==> src/rtl/mips_pkg.sv <==
// Shared ALU control codes and FSM state encoding for the multiply/divide unit.
package mips_pkg;

  localparam logic [3:0] ALU_MULT = 4'b1111;
  localparam logic [3:0] ALU_DIV  = 4'b0011;

  localparam logic [1:0] S_IDLE_ENC = 2'b00;
  localparam logic [1:0] S_MUL_ENC  = 2'b01;
  localparam logic [1:0] S_DIV_ENC  = 2'b10;
  localparam logic [1:0] S_DONE_ENC = 2'b11;

  typedef enum logic [1:0] {
    ST_IDLE = S_IDLE_ENC,
    ST_MUL  = S_MUL_ENC,
    ST_DIV  = S_DIV_ENC,
    ST_DONE = S_DONE_ENC
  } state_t;

endpackage

==> src/rtl/mdu_datapath.sv <==
// Operand/accumulator registers with one shift-add (mult) or restoring-subtract (div) step per cycle.
// Defining MULT_DIV_SIGNED_EN adds two's-complement magnitude handling and result sign fixup.
module mdu_datapath #(
  parameter int WIDTH = 32
) (
  input  logic             clk,
  input  logic             rst_n,
  input  logic             i_load,
  input  logic             i_is_div,
  input  logic             i_step,
  input  logic [WIDTH-1:0] i_a,
  input  logic [WIDTH-1:0] i_b,
  output logic [WIDTH-1:0] o_next_hi,
  output logic [WIDTH-1:0] o_next_lo,
  output logic             o_div_zero
);

  logic [WIDTH:0]   r_acc;
  logic [WIDTH-1:0] r_q;
  logic [WIDTH-1:0] r_op;
  logic             r_is_div;
  logic             r_b_zero;

  logic [WIDTH:0]   w_sum;
  logic [WIDTH:0]   w_mul_sel;
  logic [WIDTH:0]   w_shift;
  logic [WIDTH+1:0] w_diff;
  logic [WIDTH:0]   w_nacc;
  logic [WIDTH-1:0] w_nq;
  logic [WIDTH-1:0] w_load_a;
  logic [WIDTH-1:0] w_load_b;

`ifdef MULT_DIV_SIGNED_EN
  logic             r_neg_res;
  logic             r_neg_rem;
  logic [2*WIDTH-1:0] w_prod;

  function automatic logic [WIDTH-1:0] absVal(input logic [WIDTH-1:0] v);
    return v[WIDTH-1] ? (~v + 1'b1) : v;
  endfunction

  assign w_load_a = absVal(i_a);
  assign w_load_b = absVal(i_b);
`else
  assign w_load_a = i_a;
  assign w_load_b = i_b;
`endif

  // The divide compare needs one spare bit beyond the shifted remainder to see its sign.
  assign w_sum     = r_acc + {1'b0, r_op};
  assign w_mul_sel = r_q[0] ? w_sum : r_acc;
  assign w_shift   = {r_acc[WIDTH-1:0], r_q[WIDTH-1]};
  assign w_diff    = {1'b0, w_shift} - {2'b00, r_op};

  always_comb begin
    w_nacc = r_acc;
    w_nq   = r_q;
    if (r_is_div) begin
      if (!w_diff[WIDTH+1]) begin
        w_nacc = w_diff[WIDTH:0];
        w_nq   = {r_q[WIDTH-2:0], 1'b1};
      end else begin
        w_nacc = w_shift;
        w_nq   = {r_q[WIDTH-2:0], 1'b0};
      end
    end else begin
      w_nacc = {1'b0, w_mul_sel[WIDTH:1]};
      w_nq   = {w_mul_sel[0], r_q[WIDTH-1:1]};
    end
  end

`ifdef MULT_DIV_SIGNED_EN
  assign w_prod = r_neg_res ? (~{w_nacc[WIDTH-1:0], w_nq} + 1'b1) : {w_nacc[WIDTH-1:0], w_nq};

  always_comb begin
    o_next_hi = w_prod[2*WIDTH-1:WIDTH];
    o_next_lo = w_prod[WIDTH-1:0];
    if (r_is_div) begin
      o_next_hi = r_neg_rem ? (~w_nacc[WIDTH-1:0] + 1'b1) : w_nacc[WIDTH-1:0];
      o_next_lo = (r_neg_res && !r_b_zero) ? (~w_nq + 1'b1) : w_nq;
    end
  end
`else
  assign o_next_hi = w_nacc[WIDTH-1:0];
  assign o_next_lo = w_nq;
`endif

  assign o_div_zero = r_is_div & r_b_zero;

  // Mult keeps the multiplier in r_q and multiplicand in r_op; div keeps dividend in r_q, divisor in r_op.
  always_ff @(posedge clk or negedge rst_n) begin
    if (!rst_n) begin
      r_acc    <= '0;
      r_q      <= '0;
      r_op     <= '0;
      r_is_div <= 1'b0;
      r_b_zero <= 1'b0;
`ifdef MULT_DIV_SIGNED_EN
      r_neg_res <= 1'b0;
      r_neg_rem <= 1'b0;
`endif
    end else if (i_load) begin
      r_acc    <= '0;
      r_q      <= i_is_div ? w_load_a : w_load_b;
      r_op     <= i_is_div ? w_load_b : w_load_a;
      r_is_div <= i_is_div;
      r_b_zero <= (i_b == '0);
`ifdef MULT_DIV_SIGNED_EN
      r_neg_res <= i_a[WIDTH-1] ^ i_b[WIDTH-1];
      r_neg_rem <= i_a[WIDTH-1];
`endif
    end else if (i_step) begin
      r_acc <= w_nacc;
      r_q   <= w_nq;
    end
  end

endmodule

==> src/rtl/mult_div_unit.sv <==
// Iterative multiply/divide unit with HI/LO result registers; FSM and iteration counter live here.
// Macro MULT_DIV_SIGNED_EN selects two's-complement operands instead of unsigned.
module mult_div_unit
  import mips_pkg::*;
#(
  parameter int WIDTH = 32
) (
  input  logic             clk,
  input  logic             rst_n,
  input  logic             start,
  input  logic [3:0]       alu_ctrl,
  input  logic [WIDTH-1:0] a,
  input  logic [WIDTH-1:0] b,
  output logic             busy,
  output logic             done,
  output logic [WIDTH-1:0] hi,
  output logic [WIDTH-1:0] lo,
  output logic             div_zero
);

  localparam int CW = $clog2(WIDTH) + 1;
  localparam logic [CW-1:0] LAST_COUNT = CW'(WIDTH - 1);

  state_t           r_state;
  logic [CW-1:0]    r_count;

  logic             w_accept_mul;
  logic             w_accept_div;
  logic             w_step;
  logic [WIDTH-1:0] w_next_hi;
  logic [WIDTH-1:0] w_next_lo;
  logic             w_div_zero;

  assign w_accept_mul = (r_state == ST_IDLE) && start && (alu_ctrl == ALU_MULT);
  assign w_accept_div = (r_state == ST_IDLE) && start && (alu_ctrl == ALU_DIV);
  assign w_step       = (r_state == ST_MUL) || (r_state == ST_DIV);

  mdu_datapath #(.WIDTH(WIDTH)) u_datapath (
    .clk        (clk),
    .rst_n      (rst_n),
    .i_load     (w_accept_mul | w_accept_div),
    .i_is_div   (w_accept_div),
    .i_step     (w_step),
    .i_a        (a),
    .i_b        (b),
    .o_next_hi  (w_next_hi),
    .o_next_lo  (w_next_lo),
    .o_div_zero (w_div_zero)
  );

  // The final step's result goes straight into hi/lo on the edge that enters DONE.
  always_ff @(posedge clk or negedge rst_n) begin
    if (!rst_n) begin
      r_state  <= ST_IDLE;
      r_count  <= '0;
      busy     <= 1'b0;
      done     <= 1'b0;
      hi       <= '0;
      lo       <= '0;
      div_zero <= 1'b0;
    end else begin
      case (r_state)
        ST_IDLE: begin
          done <= 1'b0;
          if (w_accept_mul || w_accept_div) begin
            r_state  <= w_accept_div ? ST_DIV : ST_MUL;
            r_count  <= '0;
            busy     <= 1'b1;
            div_zero <= 1'b0;
          end
        end
        ST_MUL, ST_DIV: begin
          if (r_count == LAST_COUNT) begin
            r_state  <= ST_DONE;
            hi       <= w_next_hi;
            lo       <= w_next_lo;
            done     <= 1'b1;
            div_zero <= w_div_zero;
          end else begin
            r_count <= r_count + 1'b1;
          end
        end
        ST_DONE: begin
          r_state <= ST_IDLE;
          r_count <= '0;
          done    <= 1'b0;
          busy    <= 1'b0;
        end
        default: begin
          r_state <= ST_IDLE;
          busy    <= 1'b0;
          done    <= 1'b0;
        end
      endcase
    end
  end

endmodule
==> config.mk <==
export PLATFORM = sky130hd
export DESIGN_NAME = mult_div_unit
export DESIGN_NICKNAME = d
export VERILOG_FILES = /design/src/rtl/mips_pkg.sv /design/src/rtl/mdu_datapath.sv /design/src/rtl/mult_div_unit.sv
export SDC_FILE = /design/constraint.sdc
export NUM_CORES = 1
export LEC_CHECK = 0
export BUFFER_PORTS_ARGS = -buffer_cell sky130_fd_sc_hd__buf_4
export CAP_MARGIN = 25
export CORE_MARGIN = 2
export CORE_UTILIZATION = 40
export DETAILED_ROUTE_END_ITERATION = 10
export GPL_TIMING_DRIVEN = 0
export SLEW_MARGIN = 20
export SYNTH_ARGS = -nofsm -noshare
export SYNTH_HDL_FRONTEND = slang
export SYNTH_SLANG_ARGS = --single-unit
export TNS_END_PERCENT = 10
==> constraint.sdc <==
create_clock -name clk -period 4.7 [get_ports clk]
set_input_delay 0.47 -clock clk [delete_from_list [all_inputs] [get_ports clk]]
set_output_delay 0.47 -clock clk [all_outputs]
set_load 0.02 [all_outputs]
==> reports/results.ini, run 1 <==
[outcome]
status = finished clean

[power_and_ir_drop]
p_leak_nw = 6.819
peakVddDrop_uv = 472.5
p_per_area_nw_per_um2 = 881.1

[timing]
period_share = 0.8148
setup_viol = 0
rsz0062_at_grt = no
max_freq_mhz = 261.1
slew-limit-headroom = 0.3295
fin_worst_skew_ps = 13.78
drv_slew = 0
worst_slew_pin_slew_ps = 1006
timing.final.crit_period_ps = 3830
hold_violations = 0
tns_ps = 0

[setup_path]
start_kind = register
endpoint_kind = register
r2r_start = u_datapath.r_acc[0]
cp.arrival_ps = 4170
cp.required_ps = 5040
r2r_cells = 12
critPathMaxFanout = 6
critPathMaxStageDelay_ps = 500
reg2reg_slack_ps = 870
r2r_end = u_datapath.r_acc[19]
crit_path_top_delay_cell = a211oi_1
critical_path_class = register to register
crit_chain = ha_1, inv_1, fa_1, nor2b_1, o2111ai_1, a21boi_1, a21oi_1, o41ai_1, xor2_1, a211oi_1, nor3_1, o21a_1

[layout]
syn2layout_area_growth_pct = 17.76
drive_gt1_frac = 0.1408
antenna_cells = 0
fin_area_um2 = 14730
layoutNonFillerInstCount = 2051
layout.nets = 1782
utilization = 0.4802

[placed_design]
placedCellCount = 2017
hpwl_um = 35760
place_area_um2 = 14100
globalplace.congestion = 0.9768
port_buffers = 137

[floorplanning]
rows = 64
die_area_um2 = 32690
core-area_um2 = 30670
io-pin-count = 138
die_w_um = 180.8
initial_core_util = 0.4078
die_y_um = 180.8

[yosys]
synth_cell_types = 77
ys_ff_latch = 174
synth_top_area_share = 0.3482
synthTopCellsByArea = dfrtp_1 35%, mux2i_1 8.8%, ha_1 6.7%
synth_edf_count = 0
synth_area_um2 = 12510
synth_top_flop_cell = dfrtp_1
synth_top_area_cell = dfrtp_1
ys_warn_count = 0
synthArstFlopShare = 1.000
syn-num-nets = 1622
syn_avg_cell_area_um2 = 8.438
ys_seq_area_frac = 0.3482
synthCells = 1482

[detailed_routing]
vias = 12030
dr.first_iter.drc_count = 1051
post-route-drc-count = 0
drt-total-wl_um = 45900
postRouteAntennaNets = 0
vias_per_cell = 5.865
routedWlPerCell_um = 22.38
first_pass_iters = 7

[worst_hold_path]
hold_path_class = input port to register
hold_depth = 2
min_to = u_datapath.r_is_div
min-delay-start = alu_ctrl[3]

[clock_tree]
insertion_delay_ps = 460
clk_pin_slew_ps = 70
cts_made_buffers = 17
clock-sinks = 174
cts-root-buf = clkbuf_16
cts_buffer_depth = 2
cts_tree = built
cts_resized = 0
htree_levels = 4

[grt]
grt_pass1_wl_um = 69300
grt_max_degree = 67
grt_pass1_vias = 11689
grt.total_usage = 0.2767
grt-ovfl-total = 0
grt_antenna_before_repair = 0

[flow_run]
maxCapViolCount = 0

==> timing repair <==
action	4_1_cts	5_1_grt
buffers inserted	0	0
endpoints found under the hold margin	46	0
hold buffers	1	0
==> power by group <==
| part | switching (mW) | internal, mW | total (mW) |
|---|---|---|---|
| logic | 5.61 | 3.25 | 8.86 |
| registers | 0.636 | 1.96 | 2.59 |
| clock network | 0.746 | 0.777 | 1.52 |
| total | 6.99 | 5.98 | 13.0 |
==> worst max-delay path, delay by kind of cell (launching register included) <==
family          cells  cell delay [ps]
flops               1              470
xor+xnor            1              120
fa+ha+maj           2              690
simple gates        2              300
compound gates      6             2040
buf+inv             1               80
==> sequential cells by signal, indices dropped and copies added, names as in the netlist <==
register and count:
u_datapath.r_acc 33, hi 32, lo 32, u_datapath.r_op 32, u_datapath.r_q 32, r_count 6, r_state 2, busy 1
div_zero 1, done 1, u_datapath.r_b_zero 1, u_datapath.r_is_div 1
==> cell type report <==
class	instances	area, µm²
Fill cell	2999	15940
Clock inverter	14	173.9
Clock buffer	18	439.2
Multi-Input combinational cell	1164	7575
Sequential cell	174	4354
Timing Repair Buffer	141	1106
Inverter	55	206.4
Tap cell	396	495.5
Buffer	89	376.6
==> through the flow <==
stage          hold slack [ps]  power, mW  setup slack, ps
4_1_cts                  210.6      12.74            883.9
5_1_grt                  227.6      13.84            680.8
3_3_place_gp             463.8      11.08            537.3
3_5_place_dp             395.4      11.18            911.9
2_1_floorplan            174.4      8.496             1762
6_report                 222.1      12.98            870.3
==> synthesized netlist by cell type, drive strengths merged (4+ instances only) <==
master,n
ha,67
o22ai,19
clkbuf,63
xnor2,25
and2,10
buf,26
xor2,25
nand2b,9
nand2,213
nor4,12
a21o,32
nand4,13
a221o,4
a21oi,130
or3,5
a211oi,20
o21bai,7
nor2,91
o211a,5
o2111ai,7
and3,19
nor3,14
o21ai,146
a211o,5
o211ai,40
a31o,5
o311ai,4
mux2i,110
a31oi,13
o21a,6
nor2b,15
mux2,13
dfrtp,174
nand3,20
o31ai,12
inv,54
==> cells by family (layout without fill, tap and decap cells) <==
family                     count (synthesis)  after routing  share of synthesized area
and+or+nand+nor                          433            433                     0.1548
DFF                                      174            174                     0.3482
muxes                                    123            123                    0.09975
buffers and inverters                    144            317                    0.04662
AOI/OAI and AO/OA                        489            489                     0.2454
xor gates and xnor gates                  50             50                    0.03502
adders and majority gates                 69             69                    0.07023
==> layout by cell type (no fill, tap or decap), types with 11 or more instances in the layout <==
cell | Yosys | routed
nor2_1 | 91 | 91
nor4_1 | 12 | 11
a211oi_1 | 19 | 19
o21ai_0 | 140 | 140
xnor2_1 | 25 | 25
clkbuf_1 | 62 | 62
nand2_1 | 213 | 213
nand3_1 | 20 | 20
a31oi_1 | 13 | 13
o31ai_1 | 12 | 12
o22ai_1 | 19 | 19
o211ai_1 | 40 | 40
buf_2 | 18 | 18
a21oi_1 | 129 | 129
mux2_2 | 13 | 13
nand4_1 | 13 | 13
a21o_1 | 30 | 30
inv_1 | 54 | 54
mux2i_1 | 110 | 110
nor3_1 | 14 | 14
nor2b_1 | 14 | 14
ha_1 | 67 | 67
and3_1 | 18 | 18
buf_4 | 5 | 141
clkbuf_16 | 0 | 17
xor2_1 | 25 | 25
dfrtp_1 | 174 | 174
==> worst max-delay path by stage <==
stage,startpoint,endpoint,depth (start not counted)
2_1_floorplan,u_datapath.r_q[31],u_datapath.r_acc[32],13
3_5_place_dp,r_state[0],lo[24],8
5_1_grt,u_datapath.r_acc[0],u_datapath.r_acc[19],12
3_3_place_gp,r_state[0],lo[25],8
4_1_cts,r_state[0],lo[24],8
6_report,u_datapath.r_acc[0],u_datapath.r_acc[19],12
==> layer usage <==
metal,GRT usage,vias up,part of all wire
li1,-,5701,-
met1,0.3848,5779,0.45
met2,0.4319,479,0.45
met3,0.04939,71,0.065
met4,0.09806,0,0.031
met5,0,-,0
Power figures use the tool's default switching activity.
==> run 2: changes to the inputs <==
==> constraint.sdc (replaced) <==
create_clock -name clk -period 4 [get_ports clk]
set_input_delay 0.4 -clock clk [delete_from_list [all_inputs] [get_ports clk]]
set_output_delay 0.4 -clock clk [all_outputs]
set_load 0.02 [all_outputs]
==> reports/results.ini, run 2 (synthesized netlist as in run 1, its figures left out) <==
[grt]
grt_max_degree = 67
grt-ovfl-total = 0
grt_antenna_before_repair = 0
grt_pass1_vias = 11689
grt_pass1_wl_um = 69300
grt.total_usage = 0.2767

[setup_path]
critical_path_class = register to register
cp.arrival_ps = 4150
crit_path_top_delay_cell = nor4_2
endpoint_kind = register
cpMostUsedCell = clkbuf_1
cp.required_ps = 4320
start_kind = register
r2r_cells = 8
crit_chain = inv_1, ha_1, clkbuf_1, clkinv_1, nor4_2, clkbuf_1, clkbuf_1, a21oi_1
critPathMaxStageDelay_ps = 860
critPathMaxFanout = 10

[detailed_routing]
dr.first_iter.drc_count = 1111
vias_per_cell = 5.899
routedWlPerCell_um = 22.40
postRouteAntennaNets = 0
first_pass_iters = 5
drt-total-wl_um = 45950
vias = 12099
post-route-drc-count = 0

[layout]
drive_gt1_frac = 0.1414
top_register = u_datapath.r_acc
utilization = 0.4803
layout.nets = 1782
final_common_cell = nand2_1
fin_area_um2 = 14730
largest_reg_flops = 33
syn2layout_area_growth_pct = 17.79
antenna_cells = 0
layout_common_cells = 213 x nand2_1, 174 x dfrtp_1, 141 x buf_4

[placed_design]
hpwl_um = 35760
port_buffers = 137
globalplace.congestion = 0.9768
place_area_um2 = 14100

[floorplanning]
rows = 64
die_y_um = 180.8
initial_core_util = 0.4078
die_area_um2 = 32690
io-pin-count = 138
die_w_um = 180.8
core-area_um2 = 30670

[power_and_ir_drop]
p_per_area_nw_per_um2 = 1035
fin_total_pwr_mw = 15.25
peakVddDrop_uv = 552.2
p_leak_nw = 6.820

[outcome]
status = finished clean

[timing]
fin_worst_skew_ps = 14.40
setup_viol = 0
period_share = 0.9585
rsz0062_at_grt = no
slew-limit-headroom = 0.3158
hold_violations = 0
worst_slew_pin_slew_ps = 1026
max_freq_mhz = 260.8
tns_ps = 0
timing.final.crit_period_ps = 3834
drv_slew = 0

[clock_tree]
htree_levels = 4
cts_tree = built
insertion_delay_ps = 460
cts_made_buffers = 17
clk_pin_slew_ps = 80
cts-root-buf = clkbuf_16
cts_buffer_depth = 2
clock-sinks = 174
post-cts-setup-buffer-count = 0

[worst_hold_path]
hold_path_class = input port to register
hold_depth = 2

[flow_run]
maxCapViolCount = 0

==> run 2: changes by cell type in the layout (fill, tap and decap cells not counted) <==
cell,previous run,this run
a21boi_1,1,0
a21boi_2,0,1
==> run 2: through the flow <==
stage	std cells	setup WS [ps]	hold WS (ps)
after floorplan	1482	1062	104.4
after global placement	2015	-162.7	463.8
after detailed placement	2017	211.9	325.4
after CTS	2050	183.9	140.6
after global routing	2051	41.80	157.6
final	2051	165.8	149.9
==> run 2: final timing paths <==
kind                                             to        start  slack, ps
worst min-delay path            u_datapath.r_is_div  alu_ctrl[3]        150
worst max register to register               lo[24]   r_state[0]        170
worst min register to register                lo[0]        lo[0]        480
max in group asynchronous                     hi[5]        rst_n       2560
worst max-delay path                         lo[24]   r_state[0]        170
min in group asynchronous        u_datapath.r_q[26]        rst_n        420
==> run 2: timing repair <==
| action | 4_1_cts | 5_1_grt |
|---|---|---|
| endpoints found under the setup margin | 0 | 1 |
| hold endpoints to repair | 46 | 0 |
| gates resized for setup | 0 | 1 |
| hold buffers | 1 | 0 |
==> run 2: per-layer routing <==
metal,part of all wire,track usage,vias to the layer above,routed length [µm]
met4,0.031,0.09806,0,1436
met3,0.069,0.04939,72,3152
met5,0,0,-,0
li1,-,-,5700,-
met2,0.45,0.4319,492,20710
met1,0.45,0.3848,5835,20650
==> run 2: where the power goes <==
part	internal [mW]	total (mW)	switching (mW)
Sequential	2.30	3.05	0.746
Clock	0.913	1.79	0.873
Combinational	3.82	10.4	6.59
==> run 2: worst max-delay path: cells and delay by family, from the launching register on <==
kind / cells / cell delay, ps
compound gates: 1 / 150
fa+ha+maj: 1 / 260
buf+inv: 5 / 2020
flops: 1 / 380
simple gates: 1 / 860
==> run 2: layout make-up <==
| type | count | area [µm²] |
|---|---|---|
| Buffer | 89 | 376.6 |
| Fill cell | 3000 | 15940 |
| Tap cell | 396 | 495.5 |
| Clock inverter | 14 | 173.9 |
| Clock buffer | 18 | 439.2 |
| Multi-Input combinational cell | 1164 | 7579 |
| Timing Repair Buffer | 141 | 1106 |
| Inverter | 55 | 206.4 |
| Sequential cell | 174 | 4354 |
==> run 3: changes to the inputs <==
--- a/config.mk
+++ b/config.mk
@@ -11,6 +11,7 @@
 export CORE_UTILIZATION = 40
 export DETAILED_ROUTE_END_ITERATION = 10
 export GPL_TIMING_DRIVEN = 0
+export SETUP_SLACK_MARGIN = 0.4
 export SLEW_MARGIN = 20
 export SYNTH_ARGS = -nofsm -noshare
 export SYNTH_HDL_FRONTEND = slang
==> reports/results.ini, run 3 (synthesized netlist as in run 1, its figures left out) <==
[detailed_routing]
routedWlPerCell_um = 22.34
vias_per_cell = 5.848
wirelength_met1_um = 20650
postRouteAntennaNets = 0
post-route-drc-count = 0
drt-total-wl_um = 45920
dr.first_iter.drc_count = 1125
first_pass_iters = 5
top_layer = met4
vias = 12017
wl_met3_um = 2992
routed-wl-met2_um = 20950

[timing]
timing.final.crit_period_ps = 3598
hold_violations = 0
max_freq_mhz = 277.9
drv_slew = 0
worst_slew_pin_slew_ps = 979.7
timing.final.ws_setup_ps = 402.1
setup_viol = 0
rsz0062_at_grt = yes
tns_ps = 0
fin_worst_skew_ps = 15.91
slew-limit-headroom = 0.3469
period_share = 0.8995

[clock_tree]
cts_tree = built
cts_buffer_depth = 2
cts-root-buf = clkbuf_16
clk_pin_slew_ps = 70
insertion_delay_ps = 460
clock-sinks = 174
htree_levels = 4
cts_made_buffers = 17

[setup_path]
cp.required_ps = 4340
cp_top_family = compound AO/OA/AOI/OAI gates
cp_num_cells = 13
path_buf_inv = 2
critical_path_class = register to register
critPathMaxStageDelay_ps = 470
reg2reg_slack_ps = 400
crit_path_top_delay_cell = dfrtp_1
endpoint_kind = register
critPathMaxFanout = 4
crit_chain = inv_1, ha_1, inv_1, fa_1, a21o_1, a221o_1, a221oi_2, a221o_1, a21oi_2, a211oi_1, xor2_1, o21ai_1, a32o_1
start_kind = register
r2r_cells = 13
cp.arrival_ps = 3940

[outcome]
status = finished clean

[placed_design]
dpl_worst_slack_ps = 211.9
port_buffers = 137
globalplace.congestion = 0.9768
hpwl_um = 35760

[floorplanning]
die_w_um = 180.8
die_y_um = 180.8
initial_core_util = 0.4078
rows = 64
core-area_um2 = 30670
die_area_um2 = 32690
io-pin-count = 138

[layout]
syn2layout_area_growth_pct = 18.35
regArea_um2 = 4354
top_register = u_datapath.r_acc
antenna_cells = 0
largest_reg_flops = 33
layout_common_cells = 213 x nand2_1, 174 x dfrtp_1, 145 x buf_4
final_common_cell = nand2_1
multiInputGateArea_um2 = 7607
n_fill_cell = 2994
drive_gt1_frac = 0.1471
layout.nets = 1786

[grt]
grt.total_usage = 0.2767
grt_pass1_vias = 11689
grt_antenna_before_repair = 0
grt-ovfl-total = 0
grt_pass1_wl_um = 69300
grt_max_degree = 67

[worst_hold_path]
hold_depth = 2
hold_path_class = input port to register

[power_and_ir_drop]
p_per_area_nw_per_um2 = 1040
p_leak_nw = 6.855
peakVddDrop_uv = 523.5

[flow_run]
maxCapViolCount = 0

[run 3: cell type report]
class / count / share of cell area
Multi-Input combinational cell: 1164 / 0.5140
Sequential cell: 174 / 0.2942
Timing Repair Buffer: 145 / 0.07676
Tap cell: 396 / 0.03348
Clock buffer: 18 / 0.02967
Buffer: 89 / 0.02621
Inverter: 55 / 0.01395
Clock inverter: 14 / 0.01175
[run 3: worst paths after layout]
path                                         start                   end
max in group asynchronous                    rst_n                 hi[5]
min in group asynchronous                    rst_n    u_datapath.r_q[26]
worst max register to register  u_datapath.r_q[31]  u_datapath.r_acc[28]
worst max-delay path            u_datapath.r_q[31]  u_datapath.r_acc[28]
worst min register to register               lo[0]                 lo[0]
worst min-delay path                   alu_ctrl[3]   u_datapath.r_is_div
[run 3: per-stage QoR]
step                instance area (µm²)  utilization  hold slack, ps  total power, mW  std cells
finish                            14800       0.4826           150.8            15.39       2055
CTS                               14720       0.4801           140.6            14.97       2050
global route                      14800       0.4826           157.6            16.45       2055
detailed placement                14100       0.4597           325.4            13.14       2017
floorplan                         12510            -           104.4            9.982       1482
global placement                  14030       0.4574           463.8            13.02       2015
[run 3: where the power goes]
part | leakage [nW] | total (mW) | internal, mW | switching, mW
combinational | 4.34 | 10.6 | 3.95 | 6.62
clock | 0.293 | 1.79 | 0.913 | 0.873
sequential | 2.22 | 3.04 | 2.30 | 0.742
total | 6.85 | 15.4 | 7.16 | 8.23
[run 3: timing repair]
item,CTS,global route
buffers inserted,0,4
hold buffers,1,0
endpoints found under the hold margin,46,0
pin swaps,0,5
gates resized for setup,1,12
endpoints found under the setup margin,33,69
[run 3: routing by layer]
layer / vias up / GRT usage
met5: - / 0
met4: 0 / 0.09806
met3: 65 / 0.04939
met2: 442 / 0.4319
met1: 5805 / 0.3848
li1: 5705 / -
